### config.mk
export PLATFORM = sky130hd
export DESIGN_NAME = bcd_seq_flat
export DESIGN_NICKNAME = d
export VERILOG_FILES = /design/src/rtl/bcd_seq_pkg.sv /design/src/rtl/bcd_seq_if.sv /design/src/rtl/bcd_seq_digit_adj.sv /design/src/rtl/bcd_seq.sv /design/src/flat_wrapper.sv
export SDC_FILE = /design/constraint.sdc
export NUM_CORES = 1
export LEC_CHECK = 0
export ABC_AREA = 1
export CELL_PAD_IN_SITES_DETAIL_PLACEMENT = 1
export CELL_PAD_IN_SITES_GLOBAL_PLACEMENT = 2
export CORE_MARGIN = 8
export CORE_UTILIZATION = 35
export DETAILED_ROUTE_END_ITERATION = 8
export PLACE_DENSITY_LB_ADDON = 0.1
export SYNTH_ARGS = -nofsm -noshare
export SYNTH_HDL_FRONTEND = slang
export SYNTH_SLANG_ARGS = --single-unit
### constraint.sdc
create_clock -name clk -period 1.95 [get_ports clk]
set_input_delay 0.39 -clock clk [delete_from_list [all_inputs] [get_ports clk]]
set_output_delay 0.39 -clock clk [all_outputs]
set_load 0.005 [all_outputs]
### src/rtl/bcd_seq_pkg.sv
// Shared definitions for the sequential binary-to-BCD converter:
// FSM state encoding and the digit-count helper used for parameter checks.
package bcd_pkg;

  typedef enum logic [1:0] {
    ST_IDLE  = 2'd0,
    ST_SHIFT = 2'd1,
    ST_DONE  = 2'd2
  } bcd_state_e;

  // Smallest digit count whose decimal range covers the largest magnitude.
  function automatic int bcd_digits_for(input int width, input bit is_signed);
    longint unsigned max_v;
    longint unsigned pow_v;
    int              n_v;
    if (is_signed) begin
      max_v = 64'd1 << (width - 32'sd1);
    end else begin
      max_v = (64'd1 << width) - 64'd1;
    end
    pow_v = 64'd1;
    n_v   = 32'sd0;
    while (pow_v <= max_v) begin
      pow_v = pow_v * 64'd10;
      n_v   = n_v + 32'sd1;
    end
    return n_v;
  endfunction

endpackage

### src/rtl/bcd_seq_if.sv
// Start/result bundle between a numeric source and the BCD converter.
interface bcd_seq_if #(
  parameter int WIDTH  = 16,
  parameter int DIGITS = 5
);
  logic                  load;
  logic [WIDTH-1:0]      number;
  logic                  ready;
  logic                  done;
  logic [4*DIGITS-1:0]   digits;
  logic [DIGITS-1:0]     blank;
  logic                  negative;

  modport master (
    output load, number,
    input  ready, done, digits, blank, negative
  );

  modport slave (
    input  load, number,
    output ready, done, digits, blank, negative
  );
endinterface

### src/rtl/bcd_seq_digit_adj.sv
// Single-digit double-dabble corrector: a digit of 5 or more gets +3 before doubling.
module bcd_digit_adj (
  input  logic [3:0] din,
  output logic [3:0] dout
);
  // Pre-shift correction keeps the doubled digit inside 0..9 with a carry out.
  always_comb begin
    if (din >= 4'd5) begin
      dout = din + 4'd3;
    end else begin
      dout = din;
    end
  end
endmodule

### src/rtl/bcd_seq.sv
// Sequential binary-to-BCD converter: one double-dabble step per clock,
// optional two's-complement input, leading-zero flags and a completion strobe.
module bcd_seq
  import bcd_pkg::*;
#(
  parameter int WIDTH  = 16,
  parameter int DIGITS = 5,
  parameter bit SIGNED = 1'b0
) (
  input logic      clk,
  input logic      reset,
  bcd_seq_if.slave bus
);
  localparam int CW = $clog2(WIDTH + 32'sd1);
  localparam int AW = DIGITS * 32'sd4;
  localparam logic [DIGITS-1:0] BLANK_RST = ~DIGITS'(1'b1);

  if (WIDTH < 32'sd4 || WIDTH > 32'sd32) begin : g_bad_width
    $error("bcd_seq: WIDTH %0d outside 4..32", WIDTH);
  end
  if (DIGITS < bcd_digits_for(WIDTH, SIGNED)) begin : g_bad_digits
    $error("bcd_seq: DIGITS %0d too small for WIDTH %0d", DIGITS, WIDTH);
  end

  bcd_state_e                  state_r, state_nxt_s;
  logic [WIDTH-1:0]            shreg_r, mag_s;
  logic [DIGITS-1:0][3:0]      acc_r, adj_s, digits_r;
  logic [AW:0]                 shl_s;
  logic [CW-1:0]               cnt_r;
  logic                        sign_r, sign_s, zrun_s;
  logic                        ready_r, done_r, negative_r;
  logic [DIGITS-1:0]           blank_r, blank_s;
  logic                        carry_unused_s;

  for (genvar g = 0; g < DIGITS; g++) begin : g_adj
    bcd_digit_adj u_adj (.din(acc_r[g]), .dout(adj_s[g]));
  end

  // Carry out of the top digit is always zero for a legal DIGITS.
  assign shl_s          = {adj_s, shreg_r[WIDTH-1]};
  assign carry_unused_s = shl_s[AW];

  // Input magnitude and sign; the most negative value maps onto 2^(WIDTH-1).
  always_comb begin
    sign_s = SIGNED && bus.number[WIDTH-1];
    if (sign_s) begin
      mag_s = ~bus.number + WIDTH'(1'b1);
    end else begin
      mag_s = bus.number;
    end
  end

  // Leading-zero flags from the finished accumulator; digit 0 always shows.
  always_comb begin
    blank_s = '0;
    zrun_s  = 1'b1;
    for (int i = DIGITS - 32'sd1; i > 32'sd0; i--) begin
      zrun_s     = zrun_s && (acc_r[i] == 4'd0);
      blank_s[i] = zrun_s;
    end
  end

  // Next-state logic.
  always_comb begin
    state_nxt_s = state_r;
    case (state_r)
      ST_IDLE: begin
        if (bus.load) state_nxt_s = ST_SHIFT;
        else          state_nxt_s = ST_IDLE;
      end
      ST_SHIFT: begin
        if (cnt_r == CW'(1'b1)) state_nxt_s = ST_DONE;
        else                    state_nxt_s = ST_SHIFT;
      end
      ST_DONE: state_nxt_s = ST_IDLE;
      default: state_nxt_s = ST_IDLE;
    endcase
  end

  // FSM state register.
  always_ff @(posedge clk or negedge reset) begin
    if (!reset) state_r <= ST_IDLE;
    else        state_r <= state_nxt_s;
  end

  // Conversion datapath: capture on accept, then one shift-and-add per cycle.
  always_ff @(posedge clk or negedge reset) begin
    if (!reset) begin
      shreg_r <= '0;
      acc_r   <= '0;
      cnt_r   <= '0;
      sign_r  <= 1'b0;
    end else begin
      case (state_r)
        ST_IDLE: begin
          if (bus.load) begin
            shreg_r <= mag_s;
            acc_r   <= '0;
            cnt_r   <= CW'(WIDTH);
            sign_r  <= sign_s;
          end
        end
        ST_SHIFT: begin
          shreg_r <= {shreg_r[WIDTH-2:0], 1'b0};
          acc_r   <= shl_s[AW-1:0];
          cnt_r   <= cnt_r - CW'(1'b1);
        end
        default: begin
          cnt_r <= cnt_r;
        end
      endcase
    end
  end

  // Registered outputs; results only move on completion, ready stays low on the done cycle.
  always_ff @(posedge clk or negedge reset) begin
    if (!reset) begin
      ready_r    <= 1'b1;
      done_r     <= 1'b0;
      digits_r   <= '0;
      blank_r    <= BLANK_RST;
      negative_r <= 1'b0;
    end else begin
      ready_r <= (state_nxt_s == ST_IDLE) && (state_r != ST_DONE);
      done_r  <= (state_r == ST_DONE);
      if (state_r == ST_DONE) begin
        digits_r   <= acc_r;
        blank_r    <= blank_s;
        negative_r <= sign_r;
      end
    end
  end

  assign bus.ready    = ready_r;
  assign bus.done     = done_r;
  assign bus.digits   = digits_r;
  assign bus.blank    = blank_r;
  assign bus.negative = negative_r;
endmodule

### src/flat_wrapper.sv
// flat-port wrapper written by rule: the top's interface ports become plain ports
module bcd_seq_flat import bcd_pkg::*;
#(
  parameter int WIDTH  = 16,
  parameter int DIGITS = 5,
  parameter bit SIGNED = 1'b0
)
  (clk, reset, bus_load, bus_number, bus_ready, bus_done, bus_digits, bus_blank, bus_negative);
  bcd_seq_if #(.WIDTH(WIDTH), .DIGITS(DIGITS)) bus_i ();
  input logic clk;
  input logic reset;
  input wire logic [$bits(bus_i.load)-1:0] bus_load;
  input wire logic [$bits(bus_i.number)-1:0] bus_number;
  output wire logic [$bits(bus_i.ready)-1:0] bus_ready;
  output wire logic [$bits(bus_i.done)-1:0] bus_done;
  output wire logic [$bits(bus_i.digits)-1:0] bus_digits;
  output wire logic [$bits(bus_i.blank)-1:0] bus_blank;
  output wire logic [$bits(bus_i.negative)-1:0] bus_negative;
  assign bus_i.load = bus_load;
  assign bus_i.number = bus_number;
  assign bus_ready = bus_i.ready;
  assign bus_done = bus_i.done;
  assign bus_digits = bus_i.digits;
  assign bus_blank = bus_i.blank;
  assign bus_negative = bus_i.negative;
  bcd_seq #(.WIDTH(WIDTH), .DIGITS(DIGITS), .SIGNED(SIGNED)) u_core (.clk(clk), .reset(reset), .bus(bus_i));
endmodule
## Word-level counts from Yosys, hierarchy flattened

Index checks and enable logic that the tools add are counted.

- $add $sub $neg: 6
- Multiply operators: 0
- Div/mod/pow operators: 0
- Magnitude comparators: 5
- Equal/unequal tests: 5
- Shift-type cells: 0
- Mux-type cells: 14
- Bitwise logic cells: 0
- Reductions and logical operators: 12

Operators by type and width:

| operator | count |
|---|---|
| 20-bit case mux with 2 select lines | 1 |
| 16-bit case mux with 2 select lines | 1 |
| 4-bit by 3-bit greater-or-equal comparator with 1-bit output (second input constant) | 5 |
| 20-bit two-way mux | 1 |
| 4-bit by 2-bit adder with 4-bit output (second input constant) | 4 |
| 4-bit logical NOT | 4 |
| 16-bit two-way mux | 1 |
| 4-bit two-way mux | 4 |
| 5-bit case mux with 2 select lines | 1 |
| 5-bit by 1-bit equality test with 1-bit output (second input constant) | 1 |
| 5-bit two-way mux | 1 |
| 5-bit by 1-bit subtractor with 5-bit output (second input constant) | 1 |
| 1-bit logical AND | 4 |
| 2-bit logical NOT | 2 |
| 2-bit inequality test (second input constant) | 2 |
| 2-bit case mux with 2 select lines | 1 |
| 3-bit by 2-bit adder with 3-bit output (second input constant) | 1 |
| 3-bit two-way mux | 1 |
| 2-bit by 1-bit equality test with 1-bit output (second input constant) | 1 |
| 2-bit equality test (second input constant) | 1 |
| 2-bit two-way mux | 1 |
| 2-bit AND reduction | 1 |
| 2-bit nonzero test | 1 |
| 1-bit two-way mux | 1 |

- Register bits: 69
- Bits in latches: 0
- Bits in writable memories: 0
- ROM bits: 0
- Bits of input ports: 19
- Output and inout bits: 28
- Memories: 0

## Depth between registers and ports, before layout

- Depth in word-level cells: 5
- Mapped depth: 8
- Depth with buffers taken out: 8

## Modules after synthesis

Synthesis repeated with hierarchy kept, for this count alone.

- Cells, all modules: 422
- Area, all modules: 3,477.1 µm²

By module, submodules not included:

| module | times used | cells an instance | area an instance (µm²) | sequential area each (µm²) |
|---|---|---|---|---|
| bcd_seq | 1 | 307 | 2,801.4 | 1,732.9 |
| bcd_digit_adj | 5 | 23 | 135.1 | 0.0 |

## Worst setup path before layout

Ideal clock, no wire load.

- Kind: reg2reg
- Start point: register u_core.acc_r[12] (netlist name)
- End point: register u_core.acc_r[13] (netlist name)
- Arrival time: 1.152 ns
- Required time: 1.832 ns
- Setup slack: 0.681 ns
- Cell stages (with the launch flop): 8
- Path buffers: 0
- Period minus slack after synthesis: 1.269 ns
- Cells stage by stage: dfrtp_1 inv_1 ha_1 inv_1 o21ai_0 nand3_1 nand3_1 nand2_1

- Longest elaborated chain between the ends: 3
- Elaborated cells on any way between the ends: 4

RTL lines:

| item | RTL line | text |
|---|---|---|
| start, declared | bcd_seq.sv:27 | `logic [DIGITS-1:0][3:0] acc_r, adj_s, digits_r;` |
| start signal, assigned | bcd_seq.sv:105 | `acc_r <= shl_s[AW-1:0];` |
| 4-bit by 2-bit adder with 4-bit output or 4-bit by 3-bit greater-or-equal comparator with 1-bit output (tied branches) | bcd_seq_digit_adj.sv:9, bcd_seq_digit_adj.sv:8 |  |
| 4-bit two-way mux * | bcd_seq_digit_adj.sv:8 | `if (din >= 4'd5) begin` |
| 20-bit case mux with 2 select lines * | bcd_seq.sv:94 | `case (state_r)` |

Mark *: on every way between the ends. The rest lies on a longest branch, timed or not.
A chain may end at the register's enable or synchronous reset.

## Worst setup path after layout

- Start point: register u_core.blank_r[4], in the netlist u_core.bus.blank[4]
- End point: output bus_blank[4]

RTL lines:

| item | RTL line | text |
|---|---|---|
| start, declared | bcd_seq.sv:32 | `logic [DIGITS-1:0] blank_r, blank_s;` |
| start signal, assigned | bcd_seq.sv:128 | `blank_r <= blank_s;` |
| end, declared | flat_wrapper.sv:17 | `output wire logic [$bits(bus_i.blank)-1:0] bus_blank;` |

No word-level cell between the ends.

==> impl_metrics.json <==
{
  "nets": 475,
  "rsz0062_at_grt": "false",
  "post-route-min-period_ps": 1770,
  "slew_violations": 0,
  "cp_top_family": "flip-flops",
  "worstPathArrival_ps": 1380,
  "path_max_fanout": 2,
  "syn_area_um2": 3303,
  "cts_sinks": 69,
  "grt_pass1_wl_mm": 13.75,
  "syn_inst": 394,
  "antenna_found_initial": 0,
  "num_rows": 35,
  "yosys.area.top_type": "dfrtp_1",
  "total_power_mw": 6.422,
  "start_util": 0.3592,
  "drc": 0,
  "clk_pin_slew_ps": 80,
  "num_vias": 2674,
  "synth_area_leaders": "dfrtp_1 48%, nand2_1 15%, nand3_1 6.8%",
  "status": "complete, no violations",
  "core_um2": 9196,
  "critical_path_class": "flip-flop to output pin",
  "cp_cell_sequence": "clkdlybuf4s50_1",
  "die-area_um2": 12800,
  "post_drt_wl_per_cell_um": 13.88,
  "syn_to_final_growth_pct": 23.98,
  "hold_viol": 0,
  "relSlewSlack": 0.5856,
  "ys_warn_count": 0,
  "grt_pass1_vias": 2896,
  "cts_resized": 0,
  "cts_buffers": 9,
  "timing.rr.start": "u_core.acc_r[12]$_DFFE_PN0P_",
  "crit_buf_inv": 1,
  "grt_use_total": 0.1324,
  "crit_path_top_delay_cell": "dfstp_2",
  "end_kind": "output pin",
  "drt_wl_total_mm": 7.731,
  "seq_area_um2": 1733,
  "multiInputGateArea_um2": 1326,
  "die_x_um": 113.1,
  "antenna_cells": 0,
  "critPathLaunchType": "flip-flop",
  "slowest_delay_ps": 540,
  "cts_tree": "yes",
  "layout_commonest_cell": "nand2_1",
  "p_leak_nw": 2.013,
  "pin_count": 47,
  "maxCapViolCount": 0,
  "cts_max_path_buffers": 2,
  "cts_hold_buffers": 0,
  "portBuffers": 44,
  "fill_cells": 1134,
  "netlist.area_leader.share": 0.4848,
  "grt_max_degree": 70,
  "layout.cells.most_common_list": "135 x nand2_1, 64 x dfrtp_1, 45 x nand3_1, 44 x o21ai_0, 43 x clkdlybuf4s50_1",
  "cts_root_buffer": "clkbuf_8",
  "post-route-period-util": 0.9078,
  "cellPowerDensity_nw_per_um2": 1568,
  "ir_drop_uv": 545.5,
  "ant_nets": 0,
  "synth_cell_types": 23,
  "tightestPinTransition_ps": 621.7,
  "ys_seq_elements": 69,
  "hpwl_mm": 5.375,
  "first_iter_violations": 128,
  "die_h_um": 113.1,
  "fin_tns_setup_ps": 0,
  "grt_overflow": 0,
  "detail_route.vias_per_cell": 4.801,
  "crit_path_start": "u_core.bus.blank[4]$_DFFE_PN1P_",
  "min_path_type": "primary input to async pin",
  "final.setup_skew_ps": 8.606,
  "layout-drive-gt1-share": 0.07623,
  "max_freq_mhz": 564.9,
  "drt_pass1_iterations": 4,
  "synth_seq_area_share": 0.5246,
  "cts_setup_buffers": 0,
  "routabilityCongestion": 0.7455,
  "finalSetupViolations": 0,
  "clock_latency_ps": 340,
  "htreeDepth": 3,
  "synth.avg_cell_area_um2": 8.384,
  "cp.required_ps": 1560
}
[layout make-up]
cell class,count,share of cell area
tap,111,0.03391
multi-input combinational,271,0.3239
clock buffer,10,0.03361
inverter,42,0.03880
clock inverter,6,0.02689
timing repair buffer,48,0.1198
sequential,69,0.4232
[routing by layer]
| layer | track usage | routed length (um) | vias to the layer above | part of all wire |
|---|---|---|---|---|
| met5 | 0 | 0 | - | 0 |
| met4 | 0.04796 | 101 | 0 | 0.013 |
| met3 | 0.04260 | 330 | 8 | 0.043 |
| met2 | 0.2202 | 3693 | 35 | 0.48 |
| met1 | 0.1566 | 3605 | 1279 | 0.47 |
| li1 | - | - | 1352 | - |
[metrics by stage]
step	hold WS, ps	utilization	worst slack [ps]	std cells	instance area (um2)
floorplan	94.41	-	680.6	395	3307
global placement	449.1	0.4184	202.3	541	3847
detailed placement	449.5	0.4184	156.0	541	3847
CTS	67.23	0.4453	153.2	557	4095
global route	78.75	0.4453	121.6	557	4095
finish	32.19	0.4453	179.8	557	4095
[report_power, final]
group	switching, mW	leakage (nW)	total, mW	internal, mW
combinational	1.51	1.07	2.59	1.08
clock	0.558	0.119	1.44	0.882
sequential	0.377	0.830	2.39	2.01
[final timing paths]
path	end	slack [ps]	cells after the start
worst max-delay path	bus_blank[4]	180	1
worst min-delay path	u_core.bus.digits[9]$_DFFE_PN0P_	30	2
worst max register to register	u_core.acc_r[14]$_DFFE_PN0P_	460	8
worst min register to register	u_core.bus.blank[1]$_DFFE_PN1P_	470	2
max in group asynchronous	u_core.bus.ready$_DFF_PN1_	1540	2
min in group clk	u_core.bus.blank[1]$_DFFE_PN1P_	470	2
[kinds of logic (layout without fill, tap and decap cells)]
family          after synthesis  after routing  share of synthesized area
fa+ha+maj                    15             15                    0.05682
compound gates               54             54                    0.08485
simple gates                200            200                     0.2576
flops                        69             69                     0.5246
buf+inv                      55            106                    0.07500
other cells                   1              2                   0.001135
[synth_stat cells]
master	count
conb_1	1
clkbuf_1	1
nor2_4	2
nand3_1	45
buf_2	5
nand2_4	2
clkinv_2	1
dfrtp_1	64
nand2_1	135
buf_4	5
o211ai_1	1
o21a_1	2
o22ai_1	2
nor3_1	1
inv_1	38
a21oi_1	5
ha_1	15
nor2_1	10
buf_6	2
o21ai_0	44
nand4_1	5
inv_2	3
dfstp_2	5
[state kept, by name, summed over array words and instances (netlist names)]
name               flops
u_core.acc_r          20
u_core.bus.blank       4
u_core.bus.digits     20
u_core.bus.done        1
u_core.bus.ready       1
u_core.cnt_r           5
u_core.shreg_r        16
u_core.state_r         2
No activity file was read; power rests on OpenSTA's default activity.
